File: config.mk
export PLATFORM = sky130hd
export DESIGN_NAME = sorted_collector
export DESIGN_NICKNAME = d
export VERILOG_FILES = /design/src/rtl/sorted_collector.sv
export SDC_FILE = /design/constraint.sdc
export NUM_CORES = 1
export LEC_CHECK = 0
export CELL_PAD_IN_SITES_DETAIL_PLACEMENT = 0
export CELL_PAD_IN_SITES_GLOBAL_PLACEMENT = 1
export CORE_ASPECT_RATIO = 0.75
export CORE_MARGIN = 10
export CORE_UTILIZATION = 40
export CTS_CLUSTER_DIAMETER = 40
export CTS_CLUSTER_SIZE = 12
export DETAILED_ROUTE_END_ITERATION = 8
export GPL_TIMING_DRIVEN = 0
export PLACE_DENSITY = 0.8
export SYNTH_ARGS = -nofsm -noshare
export SYNTH_HDL_FRONTEND = slang
export SYNTH_SLANG_ARGS = --single-unit
File: constraint.sdc
create_clock -name ck -period 2.46 [get_ports ck]
set_clock_uncertainty 0.2 [all_clocks]
set_input_delay 0.492 -clock ck [delete_from_list [all_inputs] [get_ports ck]]
set_output_delay 0.492 -clock ck [all_outputs]
set_load 0.05 [all_outputs]
File: src/rtl/sorted_collector.sv
// Receive end of the sorter serial link: rebuilds WIDTH-bit words,
// counts ones, flags sorted words, holds results behind ready/valid.
module sorted_collector #(
  parameter int WIDTH = 8
) (
  input  logic                       ck,
  input  logic                       reset,
  input  logic                       si,
  input  logic                       vi,
  input  logic                       sync,
  output logic [WIDTH-1:0]           dout,
  output logic [$clog2(WIDTH+1)-1:0] ones,
  output logic                       srt,
  output logic                       dv,
  input  logic                       rdy,
  output logic                       ovf
);

  localparam int CW = $clog2(WIDTH+1);
  localparam logic [CW-1:0] LAST = CW'(WIDTH);

  typedef enum logic {
    IDLE,
    RECV
  } state_t;

  state_t            state;
  logic [WIDTH-1:0]  sh;
  logic [CW-1:0]     bit_cnt;
  logic [CW-1:0]     one_acc;
  logic              brk;
  logic              seen0;

  logic              fresh;
  logic [CW-1:0]     cnt_b;
  logic [CW-1:0]     acc_b;
  logic              brk_b;
  logic              seen0_b;
  logic [WIDTH-1:0]  sh_n;
  logic [CW-1:0]     cnt_n;
  logic [CW-1:0]     acc_n;
  logic              brk_n;
  logic              seen0_n;
  logic              done;

  // Next-word accumulators; sync or IDLE start from an empty word.
  always_comb begin
    fresh   = sync || (state == IDLE);
    cnt_b   = fresh ? '0 : bit_cnt;
    acc_b   = fresh ? '0 : one_acc;
    brk_b   = fresh ? 1'b0 : brk;
    seen0_b = fresh ? 1'b0 : seen0;
    sh_n    = {sh[WIDTH-2:0], si};
    cnt_n   = cnt_b + 1'b1;
    acc_n   = acc_b + {{(CW-1){1'b0}}, si};
    brk_n   = brk_b | (si & seen0_b);
    seen0_n = seen0_b | ~si;
    done    = vi && (cnt_n == LAST);
  end

  // Framing FSM, accumulators and the ready/valid output register.
  always_ff @(posedge ck) begin
    if (reset) begin
      state   <= IDLE;
      sh      <= '0;
      bit_cnt <= '0;
      one_acc <= '0;
      brk     <= 1'b0;
      seen0   <= 1'b0;
      dout    <= '0;
      ones    <= '0;
      srt     <= 1'b0;
      dv      <= 1'b0;
      ovf     <= 1'b0;
    end else begin
      if (vi) begin
        sh <= sh_n;
        if (done) begin
          state   <= IDLE;
          bit_cnt <= '0;
          one_acc <= '0;
          brk     <= 1'b0;
          seen0   <= 1'b0;
        end else begin
          state   <= RECV;
          bit_cnt <= cnt_n;
          one_acc <= acc_n;
          brk     <= brk_n;
          seen0   <= seen0_n;
        end
      end else if (sync) begin
        state   <= IDLE;
        bit_cnt <= '0;
        one_acc <= '0;
        brk     <= 1'b0;
        seen0   <= 1'b0;
      end

      if (done) begin
        if (!dv || rdy) begin
          dout <= sh_n;
          ones <= acc_n;
          srt  <= ~brk_n;
          dv   <= 1'b1;
        end else begin
          ovf  <= 1'b1;
        end
      end else if (dv && rdy) begin
        dv <= 1'b0;
      end
    end
  end

endmodule

## Word level (Yosys, flattened, before mapping)

Cells that the tools add are included.

| cells by class | value |
|---|---|
| equality and inequality tests | 2 |
| bitwise operators | 7 |
| reductions and logical operators | 10 |
| add/sub/neg operators | 2 |
| multiplexer cells | 19 |

Operators by type and width:

| kind | count |
|---|---|
| 2-to-1 mux 4 bit | 7 |
| 2-to-1 mux 1 bit | 12 |
| AND reduction 2 bit | 3 |
| adder 4 x 1 -> 4 bit | 1 |
| adder 4 x 1 -> 4 bit (second input constant) | 1 |
| equality test 4 bit (second input constant) | 1 |
| inverter 1 bit | 4 |
| nonzero test 2 bit | 2 |
| logical AND 1 bit | 2 |
| logical OR 1 bit | 2 |
| inequality test 2 x 1 -> 1 bit (second input constant) | 1 |
| bitwise OR 1 bit | 2 |
| AND 1 bit | 1 |
| zero test 1 bit | 1 |

| storage, ports and cells | value |
|---|---|
| register bits after elaboration | 33 |
| logic and storage cells | 51 |
| bits of input ports | 6 |
| output and inout port bits | 15 |

## Longest topological paths before layout

| logic depth | value |
|---|---|
| word-level depth | 8 |
| depth in mapped cells | 9 |
| gate-level depth less buffers | 7 |

## Worst setup path after synthesis

OpenSTA, ideal clock, no wires.

| timing | value |
|---|---|
| path kind | input port to flip-flop |
| start point | input port sync |
| end point | register dout[1] |
| setup slack | 0.174 ns |
| path buffers | 2 |
| stages | 9 |
| arrival | 1.953 ns |
| setup time | 0.132 ns |
| required time | 2.128 ns |
| cells stage by stage | and2b_1 -> buf_4 -> and2_1 -> ha_1 -> xnor2_2 -> nand4bb_2 -> buf_4 -> o21ai_0 -> a21oi_1 |

| on the way | value |
|---|---|
| longest elaborated chain between the ends | 6 |

RTL lines:

| item | line | source |
|---|---|---|
| start: declaration | 10 | `input logic sync,` |
| logical OR 1 bit | 48 | `fresh = sync \|\| (state == IDLE);` |
| 2-to-1 mux 4 bit | 49 | `cnt_b = fresh ? '0 : bit_cnt;` |
| adder 4 x 1 -> 4 bit | 54 | `cnt_n = cnt_b + 1'b1;` |
| equality test 4 bit | 58 | `done = vi && (cnt_n == LAST);` |
| logical AND 1 bit | 58 |  |
| AND reduction 2 bit (no line) | -- |  |
| end signal: assignment | 101 | `dout <= sh_n;` |
| end: declaration | 11 | `output logic [WIDTH-1:0] dout,` |

No other way between the ends.
A chain may end at the register's enable or synchronous reset.

## Worst setup path after layout

Ends and elaborated chain as after synthesis.

==> summary.md <==
| Metric | Value |
|---|---|
| Yosys warns | `0` |
| Int Pwr | `0.8924 mW` |
| Post-DP HPWL | `around 2900 um` |
| Rows | `19` |
| Comb power frac | `0.055` |
| Hold Crit Class | `reg2reg` |
| Vias in the first global route | `~1400` |
| Layout area overhead | `27.83%` |
| Final Hold Vio Count | `0` |
| Worst Hold Slack | `0.2571 ns` |
| Max-slew violations | `0` |
| Fmax | `0.4223 GHz` |
| Hold Buf Count CTS | `0` |
| GP Congestion | `0.7743` |
| Final WL | `3915 um` |
| Die span in y | `73.30 um` |
| Antenna Diode Count | `0` |
| Largest net degree at the start of global routing | `11` |
| Initial Utilization | `0.4139` |
| P_sw | `about 0.23 mW` |
| Clock Sinks | `33` |
| Slowest cell on crit path | `nand4bb_4` |
| Critical path, cell by cell | `clkdlybuf4s15_2 -> and2b_1 -> buf_4 -> and2_4 -> ha_1 -> o21ai_0 -> nand4bb_4 -> buf_6 -> o21ai_0 -> a21oi_1` |
| Reg clk slew, reported paths | `around 0.06 ns` |
| CP endpoint kind | `flop` |
| DRT Pass-1 Iters | `4` |
| Final Cycle Share | `0.9626` |
| Slew headroom | `0.6289` |
| Via density | `around 5.4` |
| Core Box Area | `between 0.003 and 0.004 mm2` |
| Mapped cell area | `0.001515 mm2` |
| TritonCTS clock tree | `built` |
| Cells after Synth | `173` |
| Seq cells post-synth | `33` |
| Delay-heaviest family, CP | `simple AND/OR/NAND/NOR gates` |
| Maximum vdd drop | `0.3343 mV` |
| Synth Net Count | `183` |
| Inserted Clock Buffers | `5` |
| Post-synth cell types | `35` |
| Arrival time worst endpoint | `2.31 ns` |
| Remaining global-route overflow | `0` |
| H-tree depth | `2` |
| Max cap viols | `0` |
| I/O pin total | `21` |
| Routed WL per cell | `15.47 um` |
| LEAKAGE | `between 0.6 and 0.7 nW` |
| GRT Overall Usage | `0.1232` |
| Clock power frac | `0.460` |
| DP Area | `0.001760 mm2` |
| Non-filler instance count after layout | `253` |
| Most used cell along the critical path | `o21ai_0` |
| Fraction of the yosys area taken by sequential cells | `0.4360` |
| Final Util | `0.5291` |
| Syn Area/Cell | `8.758 um2` |
| Drt initial violations | `71` |
| Minimum clock period | `about 2.4 ns` |
| Pwr dens | `580.8 mW/mm2` |
| CP peak stage delay | `between 0.2 and 0.3 ns` |
| Layout cells sized above 1 | `0.1244` |
| Drt drc | `0` |
| Setup Crit Path Kind | `in2reg` |
| CP required | `2.40 ns` |
| Root Driver | `clkbuf_8` |
| Status | `finished, final reports clean` |
| Cell count after placement | `~240` |
| Port buffer count | `18` |
| Switching part of the total | `0.2066` |
| Worst slew pin tran | `0.5567 ns` |
| First-pass GRT wire length | `between 6000 and 7000 um` |
| Sum of negative setup slack | `0 ns` |
| Clk_lat worst skew | `approximately 0.28 ns` |
| Vias | `1357` |
| Chip Width | `91.07 um` |
| Startpoint Class | `input port` |
| Total Nets Final | `between 200 and 250` |
| Initial antenna violation count | `0` |
| Worst Path Buf+Inv | `3` |
| # setup viols final | `0` |
| Filler cells | `351` |
| Final ANT Viol Nets | `0` |
| Post-route cell area | `0.001937 mm2` |
| Sequential power share | `0.486` |
| Critical path peak fanout | `10` |
| Die Area | `0.006675 mm2` |
| Worst-case clock buffer depth | `2` |
-- final cells by class --
class	count	area, um2	share of cell area
Buffer	14	85.08	0.04393
Multi-Input combinational cell	124	805.8	0.4160
Inverter	2	7.507	0.003876
Clock inverter	1	30.03	0.01550
Tap cell	52	65.06	0.03359
Sequential cell	33	660.6	0.3411
Clock buffer	7	86.33	0.04457
Timing Repair Buffer	20	196.4	0.1014
-- cell families (layout without fill, tap and decap cells) --
kind of cell             count (synthesis)  in the layout  synth area share
AO/OA/AOI/OAI                           50             50            0.1850
buffers and inverters                   16             44           0.05863
adder cells (fa/ha/maj)                  4              4           0.03303
AND/OR/NAND/NOR                         58             58            0.2064
XOR/XNOR                                 4              4           0.02808
flip-flops                              33             33            0.4360
multiplexers                             8              8           0.05285
-- flip-flops by register name, summed over array words and instances, names as in the netlist --
register,count
ones,4
srt,1
state,1
one_acc,4
seen0,1
sh,7
ovf,1
brk,1
dv,1
dout,8
bit_cnt,4
-- cells in the final DEF, fill, tap and decap left out, drive strengths merged, types with 4 or more instances in the layout --
cell type | synthesis | layout
mux2i | 8 | 8
nand2 | 8 | 8
clkbuf | 5 | 12
buf | 9 | 11
and2 | 4 | 4
nor2b | 4 | 4
a21oi | 24 | 24
nand3 | 15 | 15
o21ai | 14 | 14
o211ai | 4 | 4
clkdlybuf4s50 | 0 | 17
nor2 | 14 | 14
dfxtp | 33 | 33
ha | 4 | 4
-- power by group through the flow --
stage	Clock (mW)	Sequential [mW]	Combinational [mW]
2_1_floorplan	0	0.556	0.0400
3_3_place_gp	0	0.558	0.0587
3_5_place_dp	0	0.558	0.0602
4_1_cts	0.526	0.546	0.0606
5_1_grt	0.560	0.547	0.0680
6_report	0.517	0.546	0.0615
-- worst reg2reg max path, delay by kind of cell, from the launching register on --
family | cells | cell delay [ns]
simple gates | 3 | 0.65
flops | 1 | 0.41
compound gates | 3 | 0.38
buf+inv | 2 | 0.36
fa+ha+maj | 1 | 0.16
-- routing by layer --
metal,vias to the layer above,track usage,share of wire
met2,26,0.2052,0.48
met3,2,0.03764,0.049
li1,672,-,-
met1,657,0.1504,0.46
met5,-,0,0
met4,0,0.03813,0.0043
-- synth_stat cells --
library cell,count,area [um2]
a211oi_1,3,22.52
a21boi_0,1,7.510
a21oi_1,24,120.1
a22oi_1,1,7.510
a31oi_1,1,6.260
and2_1,4,25.02
and2b_1,1,7.510
and3_1,1,6.260
and4bb_4,1,16.27
buf_2,5,25.02
buf_4,2,15.01
buf_6,2,22.52
clkbuf_1,5,18.77
dfxtp_1,33,660.6
ha_1,4,50.05
inv_1,2,7.510
mux2i_1,8,80.08
nand2_1,8,30.03
nand2b_1,3,18.77
nand3_1,15,75.07
nand4_1,3,18.77
nand4b_1,1,8.760
nand4bb_2,1,16.27
nor2_1,14,52.55
nor2b_1,4,25.02
nor3_1,1,5.000
nor3b_1,1,7.510
o211ai_1,4,30.03
o21ai_0,13,65.06
o21ai_1,1,5.000
o31ai_1,1,7.510
o32ai_1,1,8.760
xnor2_1,2,17.52
xnor2_2,1,16.27
xor2_1,1,8.760
-- per-stage QoR --
stage / setup slack (ns) / power [mW]
6_report: 0.09193 / 1.125
3_5_place_dp: -0.6815 / 0.6180
2_1_floorplan: 0.1744 / 0.5961
4_1_cts: 0.05260 / 1.133
3_3_place_gp: -0.6147 / 0.6165
5_1_grt: -0.01831 / 1.175
-- timing repair --
action,CTS,global route
setup buffers,2,0
endpoints found under the hold margin,0,0
endpoints found under the setup margin,24,22
gates resized for setup,5,7
pin swaps,2,1
-- path summary, 6_finish.rpt --
| path | start | endpoint | slack, ns | depth (start not counted) |
|---|---|---|---|---|
| worst max-delay path | sync | dout[1] | 0.09 | 10 |
| worst min-delay path | one_acc[0] | one_acc[0] | 0.26 | 2 |
| worst max register to register | state | dout[1] | 0.18 | 9 |
| worst min register to register | one_acc[0] | one_acc[0] | 0.26 | 2 |
(Power assumes the default switching activity.)
